==> src/rtl/sram_arb_2p.sv <==
// Two-requester round-robin arbiter/controller for a 16x8 synchronous SRAM.
// Writes commit at the grant edge; reads return one cycle later with an rvalid pulse.
module sram_arb_2p #(
  parameter int ADDR_W = 4,
  parameter int DATA_W = 8
) (
  input  logic              clk,
  input  logic              rst,
  input  logic              req0,
  input  logic              req1,
  input  logic              wr0,
  input  logic              wr1,
  input  logic [ADDR_W-1:0] addr0,
  input  logic [ADDR_W-1:0] addr1,
  input  logic [DATA_W-1:0] wdata0,
  input  logic [DATA_W-1:0] wdata1,
  output logic              gnt0,
  output logic              gnt1,
  output logic              rvalid0,
  output logic              rvalid1,
  output logic [DATA_W-1:0] rdata0,
  output logic [DATA_W-1:0] rdata1,
  output logic [ADDR_W-1:0] sram_addr,
  output logic [DATA_W-1:0] sram_din,
  output logic              sram_we,
  input  logic [DATA_W-1:0] sram_dout
);

  typedef enum logic [0:0] {
    ST_IDLE    = 1'b0,
    ST_RD_WAIT = 1'b1
  } state_t;

  state_t r_state;
  logic   r_prio;
  logic   r_rd_port;
  logic   w_idle;
  logic   w_gnt0;
  logic   w_gnt1;
  logic   w_rd_grant;

  // Grants are combinational and suppressed while reset is asserted.
  always_comb begin
    w_idle     = (r_state == ST_IDLE) && !rst;
    w_gnt0     = w_idle && req0 && (!req1 || (r_prio == 1'b0));
    w_gnt1     = w_idle && req1 && (!req0 || (r_prio == 1'b1));
    w_rd_grant = (w_gnt0 && !wr0) || (w_gnt1 && !wr1);
    gnt0       = w_gnt0;
    gnt1       = w_gnt1;
  end

  // SRAM pins follow the granted port; idle value is a harmless read of address 0.
  always_comb begin
    sram_addr = {ADDR_W{1'b0}};
    sram_din  = {DATA_W{1'b0}};
    sram_we   = 1'b1;
    if (w_gnt0) begin
      sram_addr = addr0;
      sram_din  = wdata0;
      sram_we   = ~wr0;
    end else if (w_gnt1) begin
      sram_addr = addr1;
      sram_din  = wdata1;
      sram_we   = ~wr1;
    end else begin
      sram_addr = {ADDR_W{1'b0}};
      sram_din  = {DATA_W{1'b0}};
      sram_we   = 1'b1;
    end
  end

  // Control FSM, round-robin priority and registered read-return path.
  always_ff @(posedge clk or posedge rst) begin
    if (rst) begin
      r_state   <= ST_IDLE;
      r_prio    <= 1'b0;
      r_rd_port <= 1'b0;
      rvalid0   <= 1'b0;
      rvalid1   <= 1'b0;
      rdata0    <= {DATA_W{1'b0}};
      rdata1    <= {DATA_W{1'b0}};
    end else begin
      rvalid0 <= 1'b0;
      rvalid1 <= 1'b0;
      case (r_state)
        ST_IDLE: begin
          if (w_gnt0 || w_gnt1) begin
            r_prio <= w_gnt0 ? 1'b1 : 1'b0;
          end
          if (w_rd_grant) begin
            r_state   <= ST_RD_WAIT;
            r_rd_port <= w_gnt1;
          end
        end
        ST_RD_WAIT: begin
          r_state <= ST_IDLE;
          if (r_rd_port == 1'b0) begin
            rvalid0 <= 1'b1;
            rdata0  <= sram_dout;
          end else begin
            rvalid1 <= 1'b1;
            rdata1  <= sram_dout;
          end
        end
        default: begin
          r_state <= ST_IDLE;
        end
      endcase
    end
  end

endmodule
==> config.mk <==
export PLATFORM = sky130hd
export DESIGN_NAME = sram_arb_2p
export DESIGN_NICKNAME = d
export VERILOG_FILES = /design/src/rtl/sram_arb_2p.sv
export SDC_FILE = /design/constraint.sdc
export NUM_CORES = 1
export LEC_CHECK = 0
export CORE_UTILIZATION = 36
export DETAILED_ROUTE_END_ITERATION = 8
export PLACE_DENSITY = 0.85
export SETUP_SLACK_MARGIN = 0.02
export SYNTH_ARGS = -nofsm -noshare
export SYNTH_HDL_FRONTEND = slang
export SYNTH_SLANG_ARGS = --single-unit
export TNS_END_PERCENT = 50
==> constraint.sdc <==
create_clock -name clk -period 2.4 [get_ports clk]
set_input_delay 0.24 -clock clk [delete_from_list [all_inputs] [get_ports clk]]
set_output_delay 0.24 -clock clk [all_outputs]
set_load 0.03 [all_outputs]
## Word-level counts from Yosys, hierarchy flattened

Index checks and enable logic that the tools add are counted.

- Register bits after elaboration: 21
- Logic and storage cells: 45
- Bits of input ports: 38

- Bitwise logic cells: 5
- Reduce and logical (&&, ||, !) cells: 20
- Muxes and demuxes: 13

Operators with widths:

| cell | count |
|---|---|
| 8-bit two-way mux | 2 |
| 1-bit two-way mux | 8 |
| 4-bit two-way mux | 2 |
| 2-bit AND reduction | 4 |
| 1-bit logical AND | 7 |
| 1-bit logical NOT | 5 |
| 1-bit inverter | 5 |
| 1-bit logical OR | 4 |
| 1-bit one-hot mux with 2 select lines | 1 |

## Logic depth before layout (Yosys ltp)

Gate-level depths: netlist of run 1.

- Depth after elaboration: 8
- Mapped depth: 5
- Depth with buffers taken out: 4

## Worst setup path before layout of run 1

Ideal clock, no wire load.

- Kind: register to output
- From: reg r_prio
- To: out sram_we
- Stages on the path, launching flop included: 6
- Required time: 2.160 ns
- Path buffers: 1
- Slack: 0.754 ns
- Data arrival time: 1.406 ns
- Path through: dfrtp_1 > nand2b_1 > nand3_1 > inv_2 > buf_4 > a22oi_1

- Cells in the longest elaborated chain, start to end: 4
- Elaborated cells on any way between the ends: 7
- Those cells by class: mux (2); bitwise (1); reduce/logical (4)

Ends and longest elaborated chain:

| what | line | RTL |
|---|---|---|
| start: declaration | 35 | `logic r_prio;` |
| start signal: assignment | 88 | `r_prio <= w_gnt0 ? 1'b1 : 1'b0;` |
| 1-bit logical OR | 46 | `w_gnt1 = w_idle && req1 && (!req0 \|\| (r_prio == 1'b1));` |
| 1-bit logical AND | 46 |  |
| net gnt1 | 18 | `output logic gnt1,` |
| 1-bit two-way mux | 61 | `end else if (w_gnt1) begin` |
| 1-bit two-way mux | 57 | `if (w_gnt0) begin` |
| end: declaration | 25 | `output logic sram_we,` |

The timed path passes the listed nets, and every way through them passes these cells.

## Final worst setup path of run 1

- From: reg r_state
- To: out gnt1

- Cells in the longest elaborated chain, start to end: 4

Ends and longest elaborated chain:

| what | line | RTL |
|---|---|---|
| start: declaration | 34 | `state_t r_state;` |
| start signal: assignment | 75 | `r_state <= ST_IDLE;` |
| start signal: assignment | 91 | `r_state <= ST_RD_WAIT;` |
| start signal: assignment | 96 | `r_state <= ST_IDLE;` |
| 1-bit inverter (no line) | -- |  |
| 1-bit logical AND | 44 | `w_idle = (r_state == ST_IDLE) && !rst;` |
| 1-bit logical AND (2 in series) | 46 |  |
| end: declaration | 18 |  |

No other way between the ends.

==> results of run 1 <==
-- stage by stage --
| step | worst slack [ns] | instance area [um2] |
|---|---|---|
| 2_1_floorplan | 0.754 | 941 |
| 3_3_place_gp | 0.242 | 1630 |
| 3_5_place_dp | 0.219 | 1630 |
| 4_1_cts | 0.143 | 1660 |
| 5_1_grt | 0.0222 | 1660 |
| 6_report | 0.149 | 1660 |
-- worst register-to-register path, cell delays in order, from the launching register on --
cell	delay, ns
dfrtp_1	0.41
nand2_1	0.31
mux2_2	0.39
-- logic make-up after synthesis --
group                  count (synthesis)
AO/OA/AOI/OAI                         17
buffers and inverters                  8
AND/OR/NAND/NOR                        8
flip-flops                            21
multiplexers                          16
-- area by class of cell --
cell class,instances,share of cell area [%]
clock buffer,4,1.58
inverter,4,0.906
multi-input combinational,41,22.0
sequential,21,31.7
tap,30,2.26
timing repair buffer,72,41.5
-- sequential cells by signal, summed over array words and instances, names as in the netlist --
signal and flops:
r_rd_port 1, rdata1 8, rdata0 8, rvalid1 1
r_state 1, rvalid0 1, r_prio 1
-- how the worst max path moves through the flow --
stage	startpoint	end	cells after the start
5_1_grt	r_state	gnt0	4
6_report	r_state	gnt1	4
4_1_cts	r_prio	sram_we	5
3_3_place_gp	req0	sram_we	6
2_1_floorplan	r_prio	sram_we	5
3_5_place_dp	req0	sram_we	6
-- layer usage --
layer  vias to the layer above  GRT usage, %  wire length [um]
met2                        61          33.5              1220
met1                       410          20.8               935
met5                         -             0                 0
met3                         2          5.46               228
met4                         0          4.39                13
li1                        398             -                 -
-- cells in the final DEF (no fill, tap or decap), drive strengths merged --
cell type      count
a21oi              1
a22o              12
a22oi              1
a31oi              1
and3               1
and4b              1
buf               14
clkbuf             4
clkdlybuf4s50     57
dfrtp             21
dlymetal6s2s       1
inv                4
mux2              16
nand2              2
nand2b             1
nand3              1
nor2               1
nor2b              1
o21bai             1
o22ai              1
-- power by group through the flow --
stage / logic (mW) / clock network [mW] / registers [mW]
final: 0.921 / 0.162 / 0.584
after global routing: 0.979 / 0.187 / 0.600
after CTS: 0.930 / 0.166 / 0.585
after detailed placement: 0.930 / 0 / 0.593
after global placement: 0.910 / 0 / 0.579
after floorplan: 0.235 / 0 / 0.859
-- what timing repair did --
action	4_1_cts	5_1_grt
endpoints found under the setup margin	0	1
hold buffers	0	0
gates resized for setup	0	1
==> flow_summary_export.csv, run 1 <==
group,metric,value,unit
pwr,p_per_area,1010,nW/um2
sta,max-slew-margin-rel,49.0,%
sta,rsz0062_at_grt,"no",
die,ios,71,
global_routing,antenna_found_initial,0,
run_status,status,"complete, no violations",
synthesis,yosysTopAreaCell,"dfrtp_1",
layout,layout-drive-gt1-share,23.9,%
detailed_routing,antenna_left,0,
sta,fin_setup_tns,0,ns
clocking,post_cts_buffers,0,
synthesis,async_flop_share,100,%
setup_path,critical_path_class,"reg -> out",
global_routing,grt_max_degree,22,
synthesis,synth_top_flop_cell,"dfrtp_1",
setup_path,cp.buffers_inverters,2,
sta,slew_viol_final,0,
layout,area_delta_synth_final,76.2,%
die,die-height,53.1,um
setup_path,crit_chain,"nor2_2 > nand3_1 > inv_2 > clkdlybuf4s50_1",
placement,post-dp-hpwl,1.98,mm
global_routing,grt_pass1_vias,880,
detailed_routing,viasPerCell,5.06,
detailed_routing,post-route-drc-count,0,
placement,placedCellCount,168,
sta,setup_viol,0,
setup_path,rr_endpoint,"rdata1[0]",
pwr,switchingPower,0.662,mW
layout,final_util,66.9,%
global_routing,grtUsageTotal,18.4,%
detailed_routing,vias,871,
synthesis,synth-seq-area-share,55.9,%
sta,clock_skew,0.00254,ns
setup_path,cp_data_arrival_time,2.01,ns
setup_path,slowest_delay,0.72,ns
layout,nFillCells,206,
setup_path,slowest_stage,"clkdlybuf4s50_1",
die,die_x,53.1,um
setup_path,reg2reg_slack,1.18,ns
sta,fmax,444,MHz
synthesis,synth_commonest_cells,"21 x dfrtp_1, 15 x mux2_2, 12 x a22o_1, 3 x inv_1",
setup_path,cp_top_family,"buffers and inverters",
layout,nets,181,
layout,final_cell_count_no_fill,172,
synthesis,netlist_instances,70,
synthesis,syn_nets,108,
setup_path,crit_required,2.16,ns
synthesis,synth-edff-count,0,
clocking,htreeDepth,1,
die,rows,18,
layout,n_antenna_cell,0,
setup_path,timing.rr.start,"r_state",
synthesis,synth_area_leaders,"dfrtp_1 56%, mux2_2 18%, a22o_1 11%",
pwr,vdd_drop_max,0.000689,V
pwr,leakagePower,0.735,nW
setup_path,crit_fanout,14,
setup_path,start_kind,"flip-flop",
synthesis,synth_top_family_by_area,"multiplexers",
clocking,cts_tree,"built",
sta,finalHoldViolations,0,
layout,multi_input_area,365,um2
pwr,p_int,1.00,mW
clocking,cts_buffers,3,
pwr,p_comb_share,55.2,%
synthesis,synth_area,941,um2
placement,gp_congestion,0.659,
sta,worst_pin_slew,0.764,ns
placement,io_buffers,70,
synthesis,syn_avg_cell_area,13.4,um2
clocking,clockBufferDepth,2,
synthesis,synthAdderAreaFrac,0,%
clocking,clock-root-buffer,"clkbuf_4",
clocking,numClockSinks,21,
clocking,insertion_delay,0.30,ns
worst_hold_path,hp-class,"in -> async",
layout,final-seq-area,526,um2
die,dieArea,2820,um2
synthesis,ys_seq_elements,21,
synthesis,synth_compound_area_share,14.6,%
pwr,total_power,1.67,mW
synthesis,synthXorXnorAreaFrac,0,%
job,max_cap_viol_count,0,
pwr,pwr-share-clk,9.7,%
global_routing,grt_pass1_wl,3.72,mm
detailed_routing,wirelength,2.39,mm
synthesis,synth-warning-count,0,
sta,holdWs,0.422,ns
sta,fin_crit_sh,93.8,%
synthesis,synthMuxAreaShare,19.1,%
synthesis,synth_cell_types,21,
pwr,p_sw_share,39.7,%
setup_path,reg2reg_depth,2,
detailed_routing,wire_per_inst,13.9,um
setup_path,end_kind,"output port",
clocking,clk_pin_slew,0.11,ns
die,start_util,38.0,%
die,core,2480,um2
synthesis,synth_top_area_share,55.9,%
sta,finalCriticalPeriod,2.25,ns
global_routing,grt-ovfl-total,0,
synthesis,yosysMostFrequentCell,"dfrtp_1",
synthesis,synth-simple-area-share,5.05,%
pwr,pwr-share-seq,35.1,%
detailed_routing,dr.pass1.iters,4,
detailed_routing,drt_iter0_markers,5,
Note: power is estimated with default switching activity, not from simulation.
==> run 2, diff against run 1 <==
CTS_CLUSTER_SIZE = 28   (was default)
==> results of run 2 <==
Same layout as run 1: the final DEF is identical, and so are final timing and power.
==> run 3, diff against run 2 <==
TNS_END_PERCENT = default   (was 50)
==> results of run 3 <==
Same layout as run 1: the final DEF is identical, and so are final timing and power.
